$ cat config.mk
export PLATFORM = sky130hd
export DESIGN_NAME = r4u4_twiddle_mult_flat
export DESIGN_NICKNAME = d
export VERILOG_FILES = /design/src/rtl/r4u4_twiddle_mult_if.sv /design/src/rtl/r4u4_twiddle_mult.sv /design/src/flat_wrapper.sv
export SDC_FILE = /design/constraint.sdc
export NUM_CORES = 2
export LEC_CHECK = 0
export BUFFER_PORTS_ARGS = -buffer_cell sky130_fd_sc_hd__buf_4
export CAP_MARGIN = 20
export CORE_MARGIN = 3
export CORE_UTILIZATION = 34
export CTS_BUF_LIST = sky130_fd_sc_hd__clkbuf_8
export CTS_CLUSTER_SIZE = 12
export DETAILED_ROUTE_END_ITERATION = 16
export PLACE_DENSITY_LB_ADDON = 0.3
export SKIP_CTS_REPAIR_TIMING = 1
export SLEW_MARGIN = 20
export SYNTH_ARGS = -nofsm -noshare
export SYNTH_HDL_FRONTEND = slang
export SYNTH_SLANG_ARGS = --single-unit
export TNS_END_PERCENT = 10
$ cat constraint.sdc
create_clock -name clk_sys -period 35.7 [get_ports clk_sys]
set_input_delay 7.14 -clock clk_sys [delete_from_list [all_inputs] [get_ports clk_sys]]
set_output_delay 7.14 -clock clk_sys [all_outputs]
set_load 0.05 [all_outputs]
$ cat src/rtl/r4u4_twiddle_mult_if.sv
// r4u4_twiddle_mult_if: sample stream, segment config and twiddle-ROM port of r4u4_twiddle_mult.
// Mantissa/exponent widths come from MAN_WIDTH / EXP_WIDTH (defaults 16 / 6).
`ifndef MAN_WIDTH
`define MAN_WIDTH 16
`endif
`ifndef EXP_WIDTH
`define EXP_WIDTH 6
`endif
interface r4u4_twiddle_mult_if;
   logic block_sync_i, next_sync_i, data_val_i;
   logic signed [`MAN_WIDTH-1:0] data_real_i, data_imag_i;
   logic signed [`EXP_WIDTH-1:0] data_exp_i;
   logic [3:0] ldn_rg_i;
   logic k1_i, k2_i;
   logic [10:0] tw_addr_o;
   logic signed [15:0] tw_cos_i, tw_sin_i;
   logic block_sync_o, next_sync_o, data_val_o;
   logic signed [`MAN_WIDTH-1:0] data_real_o, data_imag_o;
   logic signed [`EXP_WIDTH-1:0] data_exp_o;
   modport master (
      output block_sync_i, next_sync_i, data_val_i, data_real_i, data_imag_i, data_exp_i,
      output ldn_rg_i, k1_i, k2_i, tw_cos_i, tw_sin_i,
      input tw_addr_o, block_sync_o, next_sync_o, data_val_o, data_real_o, data_imag_o, data_exp_o
   );
   modport slave (
      input block_sync_i, next_sync_i, data_val_i, data_real_i, data_imag_i, data_exp_i,
      input ldn_rg_i, k1_i, k2_i, tw_cos_i, tw_sin_i,
      output tw_addr_o, block_sync_o, next_sync_o, data_val_o, data_real_o, data_imag_o, data_exp_o
   );
endinterface

$ cat src/rtl/r4u4_twiddle_mult.sv
// r4u4_twiddle_mult: radix-2^2 inter-stage twiddle multiplier on block-floating-point samples, latency 4.
// Option TW_QUARTER_ROM_EN: the ROM holds N/4 entries and the quadrant is restored here.
`ifndef MAN_WIDTH
`define MAN_WIDTH 16
`endif
`ifndef EXP_WIDTH
`define EXP_WIDTH 6
`endif
module r4u4_twiddle_mult (
   input logic clk_sys,
   input logic rst_sys,
   r4u4_twiddle_mult_if.slave bus
);
   localparam int MW = `MAN_WIDTH;
   localparam int EW = `EXP_WIDTH;
   localparam int PW = MW + 18;
   localparam int RW = MW + 4;
   localparam logic signed [RW-1:0] MAX_MAN = RW'((1 << (MW - 1)) - 1);
   typedef struct packed {
      logic v, bs, ns, byp;
      logic signed [MW-1:0] xr, xi;
      logic signed [EW-1:0] xe;
   } ctl_t;
   function automatic logic signed [RW-1:0] rnd(input logic signed [PW-1:0] v, input int sh);
      logic signed [PW-1:0] a;
      a = ((v[PW-1] ? -v : v) + (PW'(1) << (sh - 1))) >>> sh;
      return RW'(v[PW-1] ? -a : a);
   endfunction
   logic half;
   logic [8:0] n_q, n_cur, n_max;
   logic [1:0] m_q, m_cur;
   logic [10:0] prod, e_cur;
   ctl_t p [1:4];
   logic signed [16:0] c, s, wr, wi;
   logic signed [PW-1:0] pr_d, pi_d, pr3, pi3;
   logic signed [RW-1:0] rr4, ri4, ar, ai;
   logic ovf;
   assign half = bus.ldn_rg_i == 4'd10;
   assign n_max = half ? 9'd255 : 9'd511;
   assign n_cur = bus.next_sync_i || n_q >= n_max ? '0 : n_q + 9'd1;
   assign m_cur = bus.next_sync_i ? {bus.k2_i, bus.k1_i} : m_q;
   assign prod = 11'(n_cur) * 11'(m_cur);
   assign e_cur = half ? {1'b0, prod[9:0]} : prod;
   assign c = 17'(bus.tw_cos_i);
   assign s = 17'(bus.tw_sin_i);
`ifdef TW_QUARTER_ROM_EN
   logic [1:0] q1, q2;
   // rotate the first-quadrant ROM pair into the quadrant of e
   assign wr = q2 == 2'd0 ? c : q2 == 2'd1 ? -s : q2 == 2'd2 ? -c : s;
   assign wi = q2 == 2'd0 ? -s : q2 == 2'd1 ? -c : q2 == 2'd2 ? s : c;
`else
   assign wr = c;
   assign wi = -s;
`endif
   assign pr_d = PW'($signed(p[2].xr)) * PW'(wr) - PW'($signed(p[2].xi)) * PW'(wi);
   assign pi_d = PW'($signed(p[2].xr)) * PW'(wi) + PW'($signed(p[2].xi)) * PW'(wr);
   assign ar = rr4[RW-1] ? -rr4 : rr4;
   assign ai = ri4[RW-1] ? -ri4 : ri4;
   assign ovf = ar > MAX_MAN || ai > MAX_MAN;
   always_ff @(posedge clk_sys or posedge rst_sys)
      if (rst_sys) begin
         n_q <= '0;
         m_q <= '0;
         for (int i = 1; i <= 4; i++) p[i] <= '0;
`ifdef TW_QUARTER_ROM_EN
         q1 <= '0;
         q2 <= '0;
`endif
         pr3 <= '0;
         pi3 <= '0;
         rr4 <= '0;
         ri4 <= '0;
         bus.tw_addr_o <= '0;
         bus.block_sync_o <= 1'b0;
         bus.next_sync_o <= 1'b0;
         bus.data_val_o <= 1'b0;
         bus.data_real_o <= '0;
         bus.data_imag_o <= '0;
         bus.data_exp_o <= '0;
      end else begin
         if (bus.data_val_i) begin
            n_q <= n_cur;
            m_q <= m_cur;
         end
         p[1] <= '{v: bus.data_val_i, bs: bus.data_val_i & bus.block_sync_i, ns: bus.data_val_i & bus.next_sync_i,
                   byp: e_cur == '0, xr: bus.data_real_i, xi: bus.data_imag_i, xe: bus.data_exp_i};
         for (int i = 2; i <= 4; i++) p[i] <= p[i-1];
`ifdef TW_QUARTER_ROM_EN
         bus.tw_addr_o <= half ? {3'b0, e_cur[7:0]} : {2'b0, e_cur[8:0]};
         q1 <= half ? e_cur[9:8] : e_cur[10:9];
         q2 <= q1;
`else
         bus.tw_addr_o <= e_cur;
`endif
         pr3 <= pr_d;
         pi3 <= pi_d;
         rr4 <= rnd(pr3, 15);
         ri4 <= rnd(pi3, 15);
         bus.block_sync_o <= p[4].bs;
         bus.next_sync_o <= p[4].ns;
         bus.data_val_o <= p[4].v;
         bus.data_real_o <= !p[4].v ? '0 : p[4].byp ? p[4].xr : ovf ? MW'(rnd(PW'(rr4), 1)) : MW'(rr4);
         bus.data_imag_o <= !p[4].v ? '0 : p[4].byp ? p[4].xi : ovf ? MW'(rnd(PW'(ri4), 1)) : MW'(ri4);
         bus.data_exp_o <= !p[4].v ? '0 : p[4].byp || !ovf ? p[4].xe : p[4].xe + EW'(1);
      end
endmodule

$ cat src/flat_wrapper.sv
// flat-port wrapper written by rule: the top's interface ports become plain ports
module r4u4_twiddle_mult_flat 
  (clk_sys, rst_sys, bus_block_sync_i, bus_next_sync_i, bus_data_val_i, bus_data_real_i, bus_data_imag_i, bus_data_exp_i, bus_ldn_rg_i, bus_k1_i, bus_k2_i, bus_tw_cos_i, bus_tw_sin_i, bus_tw_addr_o, bus_block_sync_o, bus_next_sync_o, bus_data_val_o, bus_data_real_o, bus_data_imag_o, bus_data_exp_o);
  r4u4_twiddle_mult_if bus_i ();
  input logic clk_sys;
  input logic rst_sys;
  input wire logic [$bits(bus_i.block_sync_i)-1:0] bus_block_sync_i;
  input wire logic [$bits(bus_i.next_sync_i)-1:0] bus_next_sync_i;
  input wire logic [$bits(bus_i.data_val_i)-1:0] bus_data_val_i;
  input wire logic [$bits(bus_i.data_real_i)-1:0] bus_data_real_i;
  input wire logic [$bits(bus_i.data_imag_i)-1:0] bus_data_imag_i;
  input wire logic [$bits(bus_i.data_exp_i)-1:0] bus_data_exp_i;
  input wire logic [$bits(bus_i.ldn_rg_i)-1:0] bus_ldn_rg_i;
  input wire logic [$bits(bus_i.k1_i)-1:0] bus_k1_i;
  input wire logic [$bits(bus_i.k2_i)-1:0] bus_k2_i;
  input wire logic [$bits(bus_i.tw_cos_i)-1:0] bus_tw_cos_i;
  input wire logic [$bits(bus_i.tw_sin_i)-1:0] bus_tw_sin_i;
  output wire logic [$bits(bus_i.tw_addr_o)-1:0] bus_tw_addr_o;
  output wire logic [$bits(bus_i.block_sync_o)-1:0] bus_block_sync_o;
  output wire logic [$bits(bus_i.next_sync_o)-1:0] bus_next_sync_o;
  output wire logic [$bits(bus_i.data_val_o)-1:0] bus_data_val_o;
  output wire logic [$bits(bus_i.data_real_o)-1:0] bus_data_real_o;
  output wire logic [$bits(bus_i.data_imag_o)-1:0] bus_data_imag_o;
  output wire logic [$bits(bus_i.data_exp_o)-1:0] bus_data_exp_o;
  assign bus_i.block_sync_i = bus_block_sync_i;
  assign bus_i.next_sync_i = bus_next_sync_i;
  assign bus_i.data_val_i = bus_data_val_i;
  assign bus_i.data_real_i = bus_data_real_i;
  assign bus_i.data_imag_i = bus_data_imag_i;
  assign bus_i.data_exp_i = bus_data_exp_i;
  assign bus_i.ldn_rg_i = bus_ldn_rg_i;
  assign bus_i.k1_i = bus_k1_i;
  assign bus_i.k2_i = bus_k2_i;
  assign bus_i.tw_cos_i = bus_tw_cos_i;
  assign bus_i.tw_sin_i = bus_tw_sin_i;
  assign bus_tw_addr_o = bus_i.tw_addr_o;
  assign bus_block_sync_o = bus_i.block_sync_o;
  assign bus_next_sync_o = bus_i.next_sync_o;
  assign bus_data_val_o = bus_i.data_val_o;
  assign bus_data_real_o = bus_i.data_real_o;
  assign bus_data_imag_o = bus_i.data_imag_o;
  assign bus_data_exp_o = bus_i.data_exp_o;
  r4u4_twiddle_mult u_core (.clk_sys(clk_sys), .rst_sys(rst_sys), .bus(bus_i));
endmodule
==> summary.txt <==
Clock tree
  – Clk Tree Root Cell: clkbuf_8
  – Clk slew on worst S/H paths: around 0.06 ns
  – Worst-Skew Late Latency: 0.67 ns
  – Maximum clock insertion buffer count: 3
  – H-tree levels: 2
  – Clk sink count: between 300 and 400
  – CTS tree: done
  – Number of CTS-inserted buffers: between 50 and 60

Yosys
  – Sequential area share after synthesis: around 14%
  – Mean Syn Cell Area: slightly above 9 sq um
  – Post-synth cell types: between 80 and 90
  – Dominant cells by area after synthesis: fa_1, dfrtp_1, ha_1
  – Ys Warns: 0
  – Syn Inst Count: 6680
  – Yosys reg bits: 339
  – Synth Flop Type: dfrtp_1
  – Yosys top cell area share: a little over a third
  – Syn_nets: 8260
  – Post-Syn Area: a little over 0.06 sq mm
  – Post-synth top area cell: fa_1
  – Post-synth ARST share: 100%
  – EDFF count, synth: 0

Routing
  – Vias per cell: around 5
  – Detailed Routing Iterations Pass 1: 6
  – DRT iter0 DRCs: approximately 3400
  – Via count: 44964
  – WL/cell: around 18 um
  – Routed wire length: between 150 and 200 mm
  – DRC: 0
  – Post-route ant nets: 0

Placed design
  – DP Wirelength: roughly 130 mm
  – RePlAce Congestion: between 0.8 and 0.9
  – IO buf count: around 130

STA
  – Final setup vio count: 0
  – FMAX: between 50 and 60 MHz
  – Final Max Tran Viols: 0
  – Shortest period the worst path allows: between 15 and 20 ns
  – RSZ-0062 raised after global routing: false
  – Worst slew pin tran: between 1 and 1.5 ns
  – Total negative slack: 0 ns
  – Period utilization: ~47%
  – Clock Skews: about 0.037 ns
  – Max-slew headroom: between 20% and 30%
  – Final Hold Vio Count: 0

Floorplanning
  – Number of cell rows: around 150
  – Total core area: ~0.18 sq mm
  – Die area: between 0.15 and 0.2 sq mm
  – Die height: between 400 and 500 um
  – I/O pin total: approximately 130
  – Initial Util: 34.3%
  – Chip Width: between 400 and 500 um

Status
  – Status: finished, final reports clean

Critical path
  – Crit path DAT: 17.27 ns
  – Crit start category: input pin
  – Max stage delay cell, worst path: fa_1
  – Crit-path max FO: 32
  – Critical path endpoint category: register
  – Critical Path RT: between 30 and 40 ns
  – CP max stage delay: approximately 0.53 ns
  – Crit-path most repeated cell: fa_1
  – Kind of critical path: in2reg

GRT
  – First-pass GRT wire length: 265 mm
  – Antenna violations before repair: 24
  – Largest net degree at the start of global routing: ~150
  – Global Route Usage Sum: 18.1%
  – Vias in the first global route: 47283
  – Total grt overflow: 0

Finish
  – Final nets: 8223
  – Area Overhead vs Synth: 7.61%
  – Fraction of layout instances using a drive strength above 1: under 10%

Worst hold path
  – Hold Path Class: reg2reg

Run
  – Max Cap Viol: 0
worst paths after layout:
path / startpoint / endpoint / slack, ns / cells past startpoint
max: bus_tw_sin_i[0] / u_core.pi3[32] / 19.03 / 40
max in group asynchronous: rst_sys / u_core.p[139] / 26.43 / 5
min in group asynchronous: rst_sys / u_core.p[40] / 6.53 / 2
min reg2reg: u_core.p[80] / u_core.p[38] / 0.33 / 0
min: u_core.p[80] / u_core.p[38] / 0.33 / 0
max reg2reg: u_core.p[100] / u_core.pi3[32] / 26.48 / 31
through the flow:
stage	hold slack [ns]	utilization [%]	cells	setup slack, ns	cell area (sq um)
2_1_floorplan	0.331	-	6680	19.17	60500
3_3_place_gp	0.331	36.2	8928	18.30	64000
3_5_place_dp	0.335	36.2	8928	18.35	64000
4_1_cts	0.324	36.9	9023	19.07	65100
5_1_grt	0.325	36.9	9025	18.47	65100
6_report	0.333	36.9	9030	19.03	65100
critical path, delay by kind of cell:
kind / cells / cell delay [ns]
adder cells (fa/ha/maj): 8 / 3.69
AO/OA/AOI/OAI: 14 / 3.13
AND/OR/NAND/NOR: 8 / 1.96
buffers and inverters: 7 / 0.87
XOR/XNOR: 3 / 0.44
state kept, by name, indices dropped and copies added, names as in the netlist, 6 cells and up:
signal                  flops
u_core.bus.data_exp_o       6
u_core.n_q                  9
u_core.pr3                 34
u_core.rr4                 20
u_core.bus.tw_addr_o       11
u_core.ri4                 20
u_core.bus.data_real_o     16
u_core.pi3                 34
u_core.bus.data_imag_o     16
u_core.p                  168
layer usage:
layer  up-vias  global-route usage, %  wire length [um]
li1      20678                      -                 -
met1     23006                   25.1             73500
met2      1100                   30.4             77700
met3       176                   1.99              8530
met4         4                   4.34              3890
met5         -                      0                27
kinds of logic after synthesis:
group	after synthesis	share of synthesized area (%)
fa+ha+maj	1499	44.4
mux	40	0.736
xor+xnor	381	5.56
compound gates	789	8.89
flops	339	14.0
simple gates	2010	16.3
buf+inv	1622	10.1
synth_stat cells (18+ instances only):
master       n
fa_1      1079
clkbuf_1   275
a31oi_1     32
nor2_1     301
a21oi_1    187
or4_1       19
or3_1       33
o21ai_0    145
nand4_1     27
mux2i_1     25
and2_1     452
and3_1      33
o21a_1      40
xnor2_1    281
nand3_1     83
a211oi_1    25
nor4_1      36
o31ai_1     33
inv_1     1329
nor3_1      85
nand2_1    751
nor2b_1     38
o21bai_1    35
or2_2       27
o41ai_1     18
nand2b_1    63
a21o_1      77
ha_1       420
dfrtp_1    339
xor2_1      98
o211ai_1    25
cell usage in the layout, fill, tap and decap left out, types with 10 or more instances in the layout:
cell type,synthesis,routed
o41ai_1,18,18
a311oi_1,10,10
xnor2_1,281,273
nor2_1,301,300
o21bai_1,35,35
o211ai_1,25,25
a211o_1,15,15
nor3_1,85,85
mux2i_1,25,25
mux2_2,12,12
nand4_1,27,27
nand3_1,83,83
nand2b_1,63,63
and2_1,452,453
nand3b_1,11,11
and3_1,33,33
buf_4,0,198
dfrtp_1,339,338
a41oi_1,15,15
fa_1,1079,1079
nor3b_1,12,12
nor4_1,36,34
o21ai_0,145,145
or4_1,19,19
o21a_1,40,39
nor2b_1,38,38
ha_1,420,420
clkinv_2,0,11
nand2_1,751,751
xor2_1,98,93
a21o_1,77,77
a211oi_1,25,25
clkbuf_8,0,66
a31oi_1,32,32
a21oi_1,187,187
or2_2,27,27
inv_1,1329,1339
or3_1,33,33
o31ai_1,33,33
final cells by class:
type,count,area (sq um)
clock buffers,66,908
diodes,7,17.5
repair buffers,199,1510
well taps,2340,2930
flip-flops and latches,339,8480
clock inverters,29,205
inverters,1331,5000
fillers,18151,111000
multi-input cells,4719,46100
Power is left out: the tool's default activity adds up to more than one toggle a clock period on the data nets, which glitch-free logic cannot reach.
